`config.mk`:
```
export PLATFORM = sky130hd
export DESIGN_NAME = avs_fifo_sink
export DESIGN_NICKNAME = d
export VERILOG_FILES = /design/src/rtl/avs_fifo_sink_pkg.sv /design/src/rtl/avs_fifo_sink_sync_fifo_core.sv /design/src/rtl/avs_fifo_sink.sv
export SDC_FILE = /design/constraint.sdc
export NUM_CORES = 1
export LEC_CHECK = 0
export ABC_AREA = 1
export BUFFER_PORTS_ARGS = -buffer_cell sky130_fd_sc_hd__buf_4
export CAP_MARGIN = 20
export CORE_MARGIN = 4
export CORE_UTILIZATION = 25
export CTS_CLUSTER_DIAMETER = 200
export DETAILED_ROUTE_END_ITERATION = 10
export GPL_ROUTABILITY_DRIVEN = 0
export GPL_TIMING_DRIVEN = 0
export PLACE_DENSITY = 0.49
export SYNTH_ARGS = -nofsm -noshare
export SYNTH_HDL_FRONTEND = slang
export SYNTH_SLANG_ARGS = --single-unit
```
`constraint.sdc`:
```
create_clock -name clk -period 4.4 [get_ports clk]
set_input_delay 0 -clock clk [delete_from_list [all_inputs] [get_ports clk]]
set_output_delay 0 -clock clk [all_outputs]
set_load 0.01 [all_outputs]
```
`src/rtl/avs_fifo_sink_pkg.sv`:
```
// rtl/avs_fifo_sink_pkg.sv - register map, status/control bit positions and watchdog limit
package avs_fifo_sink_pkg;

  localparam logic [1:0] ADDR_DATA   = 2'd0;
  localparam logic [1:0] ADDR_STATUS = 2'd1;
  localparam logic [1:0] ADDR_CTRL   = 2'd2;
  localparam logic [1:0] ADDR_THRESH = 2'd3;

  localparam logic S1_ADDR_DATA  = 1'b0;
  localparam logic S1_ADDR_LEVEL = 1'b1;

  localparam int STATUS_EMPTY_BIT = 0;
  localparam int STATUS_FULL_BIT  = 1;
  localparam int STATUS_OVF_BIT   = 2;
  localparam int STATUS_UNF_BIT   = 3;
  localparam int STATUS_LEVEL_LSB = 8;

  localparam int CTRL_FLUSH_BIT = 0;
  localparam int CTRL_CLEAR_BIT = 1;

  typedef logic [7:0] wdog_t;
  localparam wdog_t WDOG_LIMIT = 8'd255;

endpackage

```
`src/rtl/avs_fifo_sink_sync_fifo_core.sv`:
```
// rtl/avs_fifo_sink_sync_fifo_core.sv - circular buffer with pointers, level and flush
module sync_fifo_core #(
  parameter int DATA_W = 32,
  parameter int DEPTH  = 16,
  localparam int AW    = $clog2(DEPTH),
  localparam int LW    = AW + 1
) (
  input  logic              clk,
  input  logic              reset_n,
  input  logic              push,
  input  logic [DATA_W-1:0] push_data,
  input  logic              pop,
  input  logic              flush,
  output logic              full,
  output logic              empty,
  output logic [DATA_W-1:0] head,
  output logic [LW-1:0]     level
);

  logic [DATA_W-1:0] mem [DEPTH];
  logic [AW-1:0]     wr_ptr;
  logic [AW-1:0]     rd_ptr;

  // Storage is not reset; it is unreachable until written again.
  always_ff @(posedge clk) begin
    if (push) mem[wr_ptr] <= push_data;
  end

  always_ff @(posedge clk or negedge reset_n) begin
    if (!reset_n) begin
      wr_ptr <= '0;
      rd_ptr <= '0;
      level  <= '0;
    end else if (flush) begin
      wr_ptr <= '0;
      rd_ptr <= '0;
      level  <= '0;
    end else begin
      if (push) wr_ptr <= wr_ptr + 1'b1;
      if (pop)  rd_ptr <= rd_ptr + 1'b1;
      case ({push, pop})
        2'b10:   level <= level + 1'b1;
        2'b01:   level <= level - 1'b1;
        default: level <= level;
      endcase
    end
  end

  assign full  = (level == LW'(DEPTH));
  assign empty = (level == '0);
  assign head  = mem[rd_ptr];

endmodule

```
`src/rtl/avs_fifo_sink.sv`:
```
// rtl/avs_fifo_sink.sv - Avalon-MM FIFO sink; AVS_FIFO_SINK_WATERMARK_EN adds THRESH register and irq
module avs_fifo_sink
  import avs_fifo_sink_pkg::*;
#(
  parameter int DATA_W = 32,
  parameter int DEPTH  = 16,
  parameter int LVL_W  = 5
) (
  input  logic              clk,
  input  logic              reset_n,
  input  logic [1:0]        avs_s0_address,
  input  logic              avs_s0_read,
  input  logic              avs_s0_write,
  output logic              avs_s0_waitrequest,
  output logic [DATA_W-1:0] avs_s0_readdata,
  input  logic [DATA_W-1:0] avs_s0_writedata,
  input  logic              avs_s1_address,
  input  logic              avs_s1_read,
  output logic              avs_s1_waitrequest,
  output logic [DATA_W-1:0] avs_s1_readdata
`ifdef AVS_FIFO_SINK_WATERMARK_EN
  ,
  output logic              irq
`endif
);

  logic              full;
  logic              empty;
  logic [DATA_W-1:0] head;
  logic [LVL_W-1:0]  level;
  logic              s0_data_wr;
  logic              s0_ctrl_wr;
  logic              s1_data_rd;
  logic              push;
  logic              pop;
  logic              flush;
  wdog_t             s0_wdog;
  wdog_t             s1_wdog;
  logic              overflow;
  logic              underflow;
  logic [DATA_W-1:0] status;
  logic              unused_wdata;

  assign unused_wdata = ^avs_s0_writedata;

  assign s0_data_wr = avs_s0_write && (avs_s0_address == ADDR_DATA);
  assign s0_ctrl_wr = avs_s0_write && (avs_s0_address == ADDR_CTRL);
  assign s1_data_rd = avs_s1_read && (avs_s1_address == S1_ADDR_DATA);

  // Stalls look only at the registered level, so a same-cycle pop never frees a full stall.
  assign avs_s0_waitrequest = s0_data_wr && full;
  assign avs_s1_waitrequest = s1_data_rd && empty;

  assign push  = s0_data_wr && !full;
  assign pop   = s1_data_rd && !empty;
  assign flush = s0_ctrl_wr && avs_s0_writedata[CTRL_FLUSH_BIT];

  sync_fifo_core #(
    .DATA_W (DATA_W),
    .DEPTH  (DEPTH)
  ) u_core (
    .clk       (clk),
    .reset_n   (reset_n),
    .push      (push),
    .push_data (avs_s0_writedata),
    .pop       (pop),
    .flush     (flush),
    .full      (full),
    .empty     (empty),
    .head      (head),
    .level     (level)
  );

  // Stall watchdogs saturate at the limit; a stall on the limit cycle raises the sticky bit.
  always_ff @(posedge clk or negedge reset_n) begin
    if (!reset_n) begin
      s0_wdog   <= '0;
      s1_wdog   <= '0;
      overflow  <= 1'b0;
      underflow <= 1'b0;
    end else begin
      s0_wdog <= avs_s0_waitrequest ? ((s0_wdog == WDOG_LIMIT) ? s0_wdog : s0_wdog + 1'b1) : '0;
      s1_wdog <= avs_s1_waitrequest ? ((s1_wdog == WDOG_LIMIT) ? s1_wdog : s1_wdog + 1'b1) : '0;
      if (s0_ctrl_wr && avs_s0_writedata[CTRL_CLEAR_BIT]) begin
        overflow  <= 1'b0;
        underflow <= 1'b0;
      end
      if (avs_s0_waitrequest && (s0_wdog == WDOG_LIMIT)) overflow  <= 1'b1;
      if (avs_s1_waitrequest && (s1_wdog == WDOG_LIMIT)) underflow <= 1'b1;
    end
  end

  always_comb begin
    status                                = '0;
    status[STATUS_EMPTY_BIT]              = empty;
    status[STATUS_FULL_BIT]               = full;
    status[STATUS_OVF_BIT]                = overflow;
    status[STATUS_UNF_BIT]                = underflow;
    status[STATUS_LEVEL_LSB +: LVL_W]     = level;
  end

`ifdef AVS_FIFO_SINK_WATERMARK_EN
  logic [LVL_W-1:0] thresh;

  always_ff @(posedge clk or negedge reset_n) begin
    if (!reset_n) begin
      thresh <= LVL_W'(DEPTH / 2);
      irq    <= 1'b0;
    end else begin
      if (avs_s0_write && (avs_s0_address == ADDR_THRESH)) thresh <= avs_s0_writedata[LVL_W-1:0];
      irq <= (level >= thresh) && (thresh != '0);
    end
  end
`endif

  always_comb begin
    avs_s0_readdata = '0;
    if (avs_s0_read) begin
      case (avs_s0_address)
        ADDR_STATUS: avs_s0_readdata = status;
`ifdef AVS_FIFO_SINK_WATERMARK_EN
        ADDR_THRESH: avs_s0_readdata = DATA_W'(thresh);
`endif
        default:     avs_s0_readdata = '0;
      endcase
    end
  end

  always_comb begin
    avs_s1_readdata = '0;
    if (pop) begin
      avs_s1_readdata = head;
    end else if (avs_s1_read && (avs_s1_address == S1_ADDR_LEVEL)) begin
      avs_s1_readdata = DATA_W'(level);
    end
  end

endmodule

```
==> impl_metrics.env, run 1 <==
export IMPL_cpPeakStageDelay_ps=750
export IMPL_cts_root_buf="clkbuf_16"
export IMPL_cts_tree="done"
export IMPL_antenna_found_initial=0
export IMPL_path_clk_slew_ps=60
export IMPL_die_y_um=305
export IMPL_rows=108
export IMPL_hold_violations=0
export IMPL_vdd_drop_max_v=0.000333
export IMPL_vias=14800
export IMPL_cp_common_cell="buf_4"
export IMPL_min_period_ps=3660
export IMPL_cp_max_fo=10
export IMPL_period_share_pct=83.3
export IMPL_wirelength_um=68100
export IMPL_rsz0062_at_grt="false"
export IMPL_synth_area_leader_cell="edfxtp_1"
export IMPL_syn_to_final_growth_pct=21.7
export IMPL_synth_cell_types=38
export IMPL_reg2regPathDepth=7
export IMPL_tightestPinTransition_ps=978
export IMPL_worstPathCellList="inv_2, buf_4, clkbuf_1, o21ai_0, o22ai_1, nand2_1, a31oi_1, buf_4"
export IMPL_finClkSkew_ps=17.8
export IMPL_slew_headroom_pct=34.8
export IMPL_netlist_instances=1730
export IMPL_synth_edff_count=512
export IMPL_fin_nets=1997
export IMPL_dieArea_um2=92700
export IMPL_dieWidth_um=305
export IMPL_hpwl_um=45600
export IMPL_holdWs_ps=236
export IMPL_portBuffers=82
export IMPL_cts_max_level=2
export IMPL_worst_path_max_delay_cell="clkbuf_1"
export IMPL_synth_seq_cells=543
export IMPL_wl_per_cell_um=21.6
export IMPL_synth_seq_area_share_pct=73.5
export IMPL_dr_pass1_iters=5
export IMPL_p_leak_nw=8.91
export IMPL_start_util_pct=25.3
export IMPL_crit_path_start_kind="flop"
export IMPL_syn_area_um2=22000
export IMPL_finalSetupTns_ps=0
export IMPL_drc=0
export IMPL_power_density_nw_per_um2=573
export IMPL_crit_family="buffers and inverters"
export IMPL_yosysWarnings=0
export IMPL_crit_path_end_kind="output port"
export IMPL_first_iter_violations=1348
export IMPL_drive_gt1_share_pct=14.1
export IMPL_hold_class="in2reg"
export IMPL_cap_violations=0
export IMPL_stdcell_area_um2=26800
export IMPL_cts_max_path_buffers=3
export IMPL_vias_per_cell=4.69
export IMPL_diodes=0
export IMPL_netlist_top_cells_count="edfxtp_1 (512), nor2_1 (296), o21ai_0 (271)"
export IMPL_path_class="reg2out"
export IMPL_cts_sinks=543
export IMPL_synthTopCellsByArea="edfxtp_1 (70%), o21ai_0 (6.2%), nor2_1 (5.1%)"
export IMPL_groute_usage_overall_pct=14.3
export IMPL_yosysMostFrequentCell="edfxtp_1"
export IMPL_cp_num_cells=8
export IMPL_grt_pass1_wl_um=99800
export IMPL_final_util_pct=30.8
export IMPL_min_path_cells=2
export IMPL_synthArstFlopShare_pct=5.71
export IMPL_io_pins=106
export IMPL_status="completed"
export IMPL_cts_setup_buffers=0
export IMPL_slew_viol_final=0
export IMPL_finalSetupViolCount=0
export IMPL_grt_pass1_vias=15300
export IMPL_grt_overflow_total=0
export IMPL_crit_required_ps=4400
export IMPL_fmax_ghz=0.273
export IMPL_postPlaceCellArea_um2=24600
export IMPL_yosys_area_top_type_share_pct=69.9
export IMPL_ant_nets=0
export IMPL_insertion_delay_ps=620
export IMPL_synthFlopType="edfxtp_1"
export IMPL_cts_buffers=55
export IMPL_synth_avg_cell_area_um2=12.7
export IMPL_crit_arrival_ps=3660
export IMPL_cp_num_buf_inv=4
export IMPL_coreArea_um2=87000
export IMPL_grt_max_degree=32
-- worst paths after layout --
| check | start | endpoint | slack [ps] |
|---|---|---|---|
| min | avs_s0_writedata[10] | u_core.mem[9][10] | 240 |
| min in group asynchronous | reset_n | s0_wdog[6] | 400 |
| min reg2reg | s0_wdog[6] | s0_wdog[6] | 510 |
| max reg2reg | u_core.level[0] | u_core.mem[14][14] | 1790 |
| max | u_core.rd_ptr[0] | avs_s1_readdata[30] | 740 |
| max in group asynchronous | reset_n | s1_wdog[6] | 3830 |
-- routing by layer --
layer	vias up	part of all wire [%]	wire, um	track usage [%]
met5	-	0	0	0
met4	0	2.6	1750	4.06
met3	108	6.0	4060	2.50
met2	476	50	34100	25.3
met1	7427	41	28200	18.1
li1	6764	-	-	-
-- area by class of cell --
type / instances / area [um2]
Inverter: 50 / 188
Buffer: 132 / 742
Tap cell: 1155 / 1450
Timing Repair Buffer: 140 / 1400
Fill cell: 8699 / 60300
Clock buffer: 71 / 1480
Clock inverter: 29 / 260
Sequential cell: 543 / 16200
Multi-Input combinational cell: 1027 / 5100
-- report_power, final --
group / internal [mW] / switching (mW) / total [mW]
logic: 1.40 / 3.52 / 4.92
clock network: 2.55 / 1.98 / 4.53
registers: 5.81 / 0.0875 / 5.90
-- placed cells by master, fill, tap and decap left out, drive strengths merged, types with 11 or more instances in the layout --
master,instances
edfxtp,512
o21ai,310
nor2,300
buf,171
nand2,167
clkbuf,131
o22ai,92
inv,53
dlygate4sd3,41
o221ai,37
dfrtp,31
a31oi,30
conb,23
clkinv,20
nand3,16
nor3,11
-- sequential cells by signal, summed over array words and instances, names as in the netlist --
signal         flops
overflow           1
u_core.rd_ptr      4
s1_wdog            8
u_core.mem       512
underflow          1
u_core.wr_ptr      4
s0_wdog            8
u_core.level       5
-- kinds of logic (layout without fill, tap and decap cells) --
| family | after synthesis | after routing | synth area share, % |
|---|---|---|---|
| AND/OR/NAND/NOR | 500 | 500 | 8.96 |
| adder cells (fa/ha/maj) | 8 | 8 | 0.455 |
| buffers and inverters | 182 | 422 | 4.23 |
| XOR/XNOR | 3 | 3 | 0.120 |
| flip-flops | 543 | 543 | 73.5 |
| AO/OA/AOI/OAI | 493 | 493 | 12.7 |
| other | 1 | 23 | 0.0171 |
-- worst reg2reg max path: cells and delay by family, from the launching register on --
family | cells | cell delay (ps)
buffers and inverters | 2 | 400
flip-flops | 1 | 460
AND/OR/NAND/NOR | 5 | 1440
-- stage by stage --
step	setup slack, ps	cells	total power, mW
CTS	768	3147	15.5
detailed placement	1450	3005	10.9
finish	736	3147	15.3
floorplan	1670	1752	8.76
global route	629	3147	16.1
global placement	-579	2989	10.8
-- timing repair --
| item | 4_1_cts | 5_1_grt |
|---|---|---|
| gates resized for setup | 0 | 0 |
| hold buffers | 42 | 0 |
| endpoints found under the hold margin | 559 | 0 |
Note: power is estimated with default switching activity, not from simulation.
==> run 2: changes to the inputs <==
--- a/config.mk
+++ b/config.mk
@@ -14,7 +14,7 @@
 export DETAILED_ROUTE_END_ITERATION = 10
 export GPL_ROUTABILITY_DRIVEN = 0
 export GPL_TIMING_DRIVEN = 0
-export PLACE_DENSITY = 0.49
+export PLACE_DENSITY = 0.51
 export SYNTH_ARGS = -nofsm -noshare
 export SYNTH_HDL_FRONTEND = slang
 export SYNTH_SLANG_ARGS = --single-unit
==> constraint.sdc (replaced) <==
create_clock -name clk -period 3 [get_ports clk]
set_input_delay 0 -clock clk [delete_from_list [all_inputs] [get_ports clk]]
set_output_delay 0 -clock clk [all_outputs]
set_load 0.01 [all_outputs]
==> impl_metrics.env, run 2 (synthesis gave the netlist of run 1 again) <==
export IMPL_status="completed"
export IMPL_regToRegSetupSlack_ps=460
export IMPL_grt_overflow_total=0
export IMPL_cp_num_cells=6
export IMPL_switchingPower_mw=8.30
export IMPL_worstSetupStartpoint="u_core.rd_ptr[2]"
export IMPL_period_share_pct=95.3
export IMPL_most_common_layout_cells="edfxtp_1 (512), nor2_1 (280), o21ai_0 (271)"
export IMPL_reg2regPathDepth=7
export IMPL_ant_nets=0
export IMPL_cp_max_fo=10
export IMPL_cts_max_level=2
export IMPL_diodes=0
export IMPL_fin_nets=1998
export IMPL_largest_register_ffs=512
export IMPL_portBuffers=82
export IMPL_first_iter_violations=1215
export IMPL_rows=108
export IMPL_tightestPinTransition_ps=820
export IMPL_final_common_cell="edfxtp_1"
export IMPL_slew_viol_final=0
export IMPL_postLayoutSetupSlackWorst_ps=142
export IMPL_rsz0062_at_grt="false"
export IMPL_p_sw_share_pct=36.5
export IMPL_antenna_found_initial=0
export IMPL_worst_path_max_delay_cell="clkbuf_1"
export IMPL_wirelength_um=68400
export IMPL_wl_per_cell_um=21.7
export IMPL_cts_buffers=55
export IMPL_drc=0
export IMPL_die_y_um=305
export IMPL_vias=14900
export IMPL_crit_path_start_kind="flop"
export IMPL_cts_sinks=543
export IMPL_p_leak_nw=9.07
export IMPL_grt_max_degree=32
export IMPL_top_register="u_core.mem"
export IMPL_grt_pass1_wl_um=99400
export IMPL_combPwrFrac_pct=32.5
export IMPL_dieArea_um2=92700
export IMPL_crit_required_ps=3000
export IMPL_crit_arrival_ps=2860
export IMPL_cts_root_buf="clkbuf_16"
export IMPL_hold_class="in2reg"
export IMPL_hpwl_um=45700
export IMPL_min_period_ps=2860
export IMPL_insertion_delay_ps=630
export IMPL_crit_family="buffers and inverters"
export IMPL_hp_start="avs_s0_writedata[20]"
export IMPL_power_density_nw_per_um2=844
export IMPL_io_pins=106
export IMPL_pwr_share_seq_pct=38.1
export IMPL_groute_usage_overall_pct=14.3
export IMPL_slew_headroom_pct=45.2
export IMPL_endpoint="avs_s1_readdata[23]"
export IMPL_crit_path_end_kind="output port"
export IMPL_cp_num_buf_inv=4
export IMPL_finClkSkew_ps=19.6
export IMPL_cap_violations=0
export IMPL_finalSetupViolCount=0
export IMPL_path_class="reg2out"
export IMPL_finalSetupTns_ps=0
export IMPL_hold_violations=0
export IMPL_reg_largest_list="u_core.mem x512, s0_wdog x8, s1_wdog x8"
export IMPL_reg2reg_to="u_core.mem[13][17]"
export IMPL_vdd_drop_max_v=0.000493
export IMPL_path_clk_slew_ps=60
export IMPL_vias_per_cell=4.73
export IMPL_worstPathCellList="buf_2, clkbuf_2, clkbuf_1, nand2_1, a31oi_2, buf_4"
export IMPL_syn_to_final_growth_pct=22.4
export IMPL_drive_gt1_share_pct=16.6
export IMPL_cts_setup_buffers=0
export IMPL_cpPeakStageDelay_ps=610
export IMPL_p_int_mw=14.4
export IMPL_dr_pass1_iters=5
export IMPL_coreArea_um2=87000
export IMPL_pwr_share_clk_pct=29.4
export IMPL_final_util_pct=30.9
export IMPL_grt_pass1_vias=15100
export IMPL_fmax_ghz=0.350
export IMPL_cts_tree="done"
export IMPL_start_util_pct=25.3
export IMPL_p_total_mw=22.7
export IMPL_dieWidth_um=305
export IMPL_r2r_start="u_core.level[0]"
export IMPL_pre_cts_ws_ps=55.4
export IMPL_cts_max_path_buffers=3
## run 2: changes by cell type in the layout (fill, tap and decap cells not counted), sizes merged
cell | previous run | this run
clkinv | 20 | 29
inv | 53 | 50
buf | 171 | 169
clkinvlp | 3 | 1
clkbuf | 131 | 132
## run 2: timing repair
action	CTS	global route
endpoints found under the setup margin	32	20
hold buffers	42	0
gates cloned	0	0
endpoints found under the hold margin	560	0
gates resized for setup	42	31
## run 2: power groups by stage
stage	sequential (mW)	combinational, mW	clock (mW)
detailed placement	8.80	7.20	0
global route	8.66	8.03	7.12
floorplan	8.77	4.07	0
CTS	8.64	7.35	6.79
global placement	8.81	6.99	0
finish	8.65	7.39	6.68
## run 2: stage by stage
stage | instances | instance area, um2 | hold slack [ps]
after floorplan | 1752 | 22100 | -296
after global placement | 2989 | 24100 | -42.3
after detailed placement | 3006 | 24600 | -33.4
after CTS | 3150 | 26900 | 200
after global routing | 3150 | 26900 | 230
final | 3150 | 26900 | 233
## run 2: layer usage
metal	GRT usage [%]	vias to the layer above	part of all wire, %
met4	5.61	0	3.9
met5	0	-	0
met1	17.7	7388	40
li1	-	6783	-
met3	2.99	151	7.2
met2	24.4	590	49
## run 2: worst min-delay path by stage
stage,slack [ps],endpoint,depth (start not counted)
after CTS,200,u_core.mem[13][20],2
after global routing,230,u_core.mem[1][22],2
after global placement,-40,s0_wdog[6],1
after floorplan,-300,overflow,0
final,230,u_core.mem[10][20],2
after detailed placement,-30,s0_wdog[7],1
## run 2: final cells by class
type | instances | area (um2)
Tap cell | 1155 | 1450
Clock buffer | 69 | 1480
Multi-Input combinational cell | 1027 | 5150
Buffer | 132 | 815
Sequential cell | 543 | 16200
Clock inverter | 33 | 273
Fill cell | 8651 | 60100
Timing Repair Buffer | 141 | 1400
Inverter | 50 | 188
==> run 3: changes to the inputs <==
--- a/config.mk
+++ b/config.mk
@@ -14,7 +14,8 @@
 export DETAILED_ROUTE_END_ITERATION = 10
 export GPL_ROUTABILITY_DRIVEN = 0
 export GPL_TIMING_DRIVEN = 0
-export PLACE_DENSITY = 0.51
+export PLACE_DENSITY = 0.49
+export REMOVE_ABC_BUFFERS = 1
 export SYNTH_ARGS = -nofsm -noshare
 export SYNTH_HDL_FRONTEND = slang
 export SYNTH_SLANG_ARGS = --single-unit
==> constraint.sdc (replaced) <==
create_clock -name clk -period 3.6 [get_ports clk]
set_input_delay 0 -clock clk [delete_from_list [all_inputs] [get_ports clk]]
set_output_delay 0 -clock clk [all_outputs]
set_load 0.01 [all_outputs]
==> impl_metrics.env, run 3 (synthesis gave the netlist of run 1 again) <==
export IMPL_status="completed"
export IMPL_slew_viol_final=0
export IMPL_path_clk_slew_ps=60
export IMPL_cts_max_path_buffers=3
export IMPL_finalSetupViolCount=0
export IMPL_rows=108
export IMPL_cp_max_fo=48
export IMPL_path_class="reg2out"
export IMPL_crit_arrival_ps=3390
export IMPL_final_common_cell="edfxtp_1"
export IMPL_cap_violations=0
export IMPL_reg2regPathDepth=16
export IMPL_vias_per_cell=4.67
export IMPL_most_common_layout_cells="edfxtp_1 (512), nor2_1 (280), o21ai_0 (271)"
export IMPL_syn_to_final_growth_pct=21.2
export IMPL_regToRegSetupSlack_ps=840
export IMPL_io_pins=106
export IMPL_insertion_delay_ps=630
export IMPL_crit_path_start_kind="flop"
export IMPL_multiInputGateArea_um2=5110
export IMPL_hpwl_um=33300
export IMPL_finClkSkew_ps=28.1
export IMPL_groute_usage_overall_pct=12.3
export IMPL_hold_class="in2reg"
export IMPL_first_iter_violations=1163
export IMPL_vias=14200
export IMPL_cts_tree="done"
export IMPL_worstPathCellList="buf_16, clkinv_2, buf_16, o221ai_1, o211ai_1, nand2_1, nand2_1, o21ai_0, buf_4"
export IMPL_cpPeakStageDelay_ps=840
export IMPL_top_register="u_core.mem"
export IMPL_crit_path_end_kind="output port"
export IMPL_dieWidth_um=305
export IMPL_grt_overflow_total=0
export IMPL_stdcell_area_um2=26600
export IMPL_min_path_cells=2
export IMPL_reg2reg_to="u_core.level[4]"
export IMPL_min_period_ps=3390
export IMPL_holdWs_ps=239
export IMPL_power_density_nw_per_um2=679
export IMPL_tightestPinTransition_ps=1030
export IMPL_period_share_pct=94.2
export IMPL_r2r_start="u_core.level[0]"
export IMPL_hold_end="u_core.mem[12][30]"
export IMPL_p_leak_nw=8.75
export IMPL_die_y_um=305
export IMPL_drive_gt1_share_pct=12.2
export IMPL_grt_pass1_vias=14000
export IMPL_largest_register_ffs=512
export IMPL_coreArea_um2=87000
export IMPL_vdd_drop_max_v=0.000429
export IMPL_ant_nets=0
export IMPL_fmax_ghz=0.295
export IMPL_worstSetupStartpoint="u_core.rd_ptr[2]"
export IMPL_reg_largest_list="u_core.mem x512, s0_wdog x8, s1_wdog x8"
export IMPL_cts_sinks=543
export IMPL_seqCellArea_um2=16200
export IMPL_use_met2_pct=20.3
export IMPL_hp_start="avs_s0_writedata[30]"
export IMPL_wirelength_um=59700
export IMPL_rsz0062_at_grt="false"
export IMPL_antenna_found_initial=1
export IMPL_grt_pass1_wl_um=88000
export IMPL_drc=0
export IMPL_grt_max_degree=93
export IMPL_use_met1_pct=17.1
export IMPL_grtUsageMet3_pct=2.17
export IMPL_fin_nets=1888
export IMPL_cts_root_buf="clkbuf_16"
export IMPL_crit_required_ps=3600
export IMPL_fill_cells=8687
export IMPL_wl_per_cell_um=19.6
export IMPL_slew_headroom_pct=31.3
export IMPL_worst_path_max_delay_cell="dfrtp_4"
export IMPL_pre_cts_ws_ps=112
export IMPL_portBuffers=82
export IMPL_postLayoutSetupSlackWorst_ps=209
export IMPL_dr_pass1_iters=5
export IMPL_dieArea_um2=92700
export IMPL_postPlaceCellArea_um2=24300
export IMPL_hold_violations=0
export IMPL_grt_busiest_layer="met2"
export IMPL_start_util_pct=25.3
export IMPL_cts_max_level=2
export IMPL_cts_buffers=56
run 3: critical path, delay by kind of cell (launching register included):
family | cells | cell delay, ps
AOI/OAI and AO/OA | 3 | 410
buffers and inverters | 4 | 1110
DFF | 1 | 840
and+or+nand+nor | 2 | 350
run 3: area by class of cell:
cell class	instances	area share, %
inverter	50	0.799
tap	1155	5.43
clock buffer	71	5.47
clock inverter	30	1.05
timing repair inverter	1	0.0329
timing repair buffer	161	7.33
antenna	1	0.00940
multi-input combinational	1027	19.2
sequential	543	60.7
run 3: metal layers:
layer,wire length [um],part of all wire [%]
met3,3580,6.0
met2,28200,47
met1,27000,45
met5,0,0
met4,995,1.7
run 3: where the power goes:
part           internal, mW  total, mW  switching [mW]
registers              7.11       7.39           0.280
logic                  1.69       5.16            3.47
clock network          3.15       5.53            2.38
run 3: repair_timing:
item | 4_1_cts | 5_1_grt
gates cloned | 3 | 1
hold endpoints to repair | 560 | 0
gates resized for setup | 4 | 2
hold buffers | 43 | 0
setup endpoints to repair | 30 | 17
buffers inserted | 1 | 1
run 3: worst max-delay path by stage:
stage / depth (start not counted) / end / slack [ps]
2_1_floorplan: 7 / avs_s1_readdata[3] / -4250
3_3_place_gp: 8 / avs_s1_readdata[3] / -12300
3_5_place_dp: 11 / avs_s1_readdata[11] / 110
4_1_cts: 11 / avs_s1_readdata[12] / 50
5_1_grt: 11 / avs_s1_readdata[1] / 20
6_report: 9 / avs_s1_readdata[3] / 210
run 3: through the flow:
step,cells,power (mW),TNS [ps],util (%)
after global routing,3038,19.1,0,30.6
final,3039,18.1,0,30.6
after detailed placement,2888,12.4,0,27.9
after CTS,3036,18.2,0,30.6
after floorplan,1620,10.4,-140170,-
after global placement,2857,11.7,-1027170,26.9
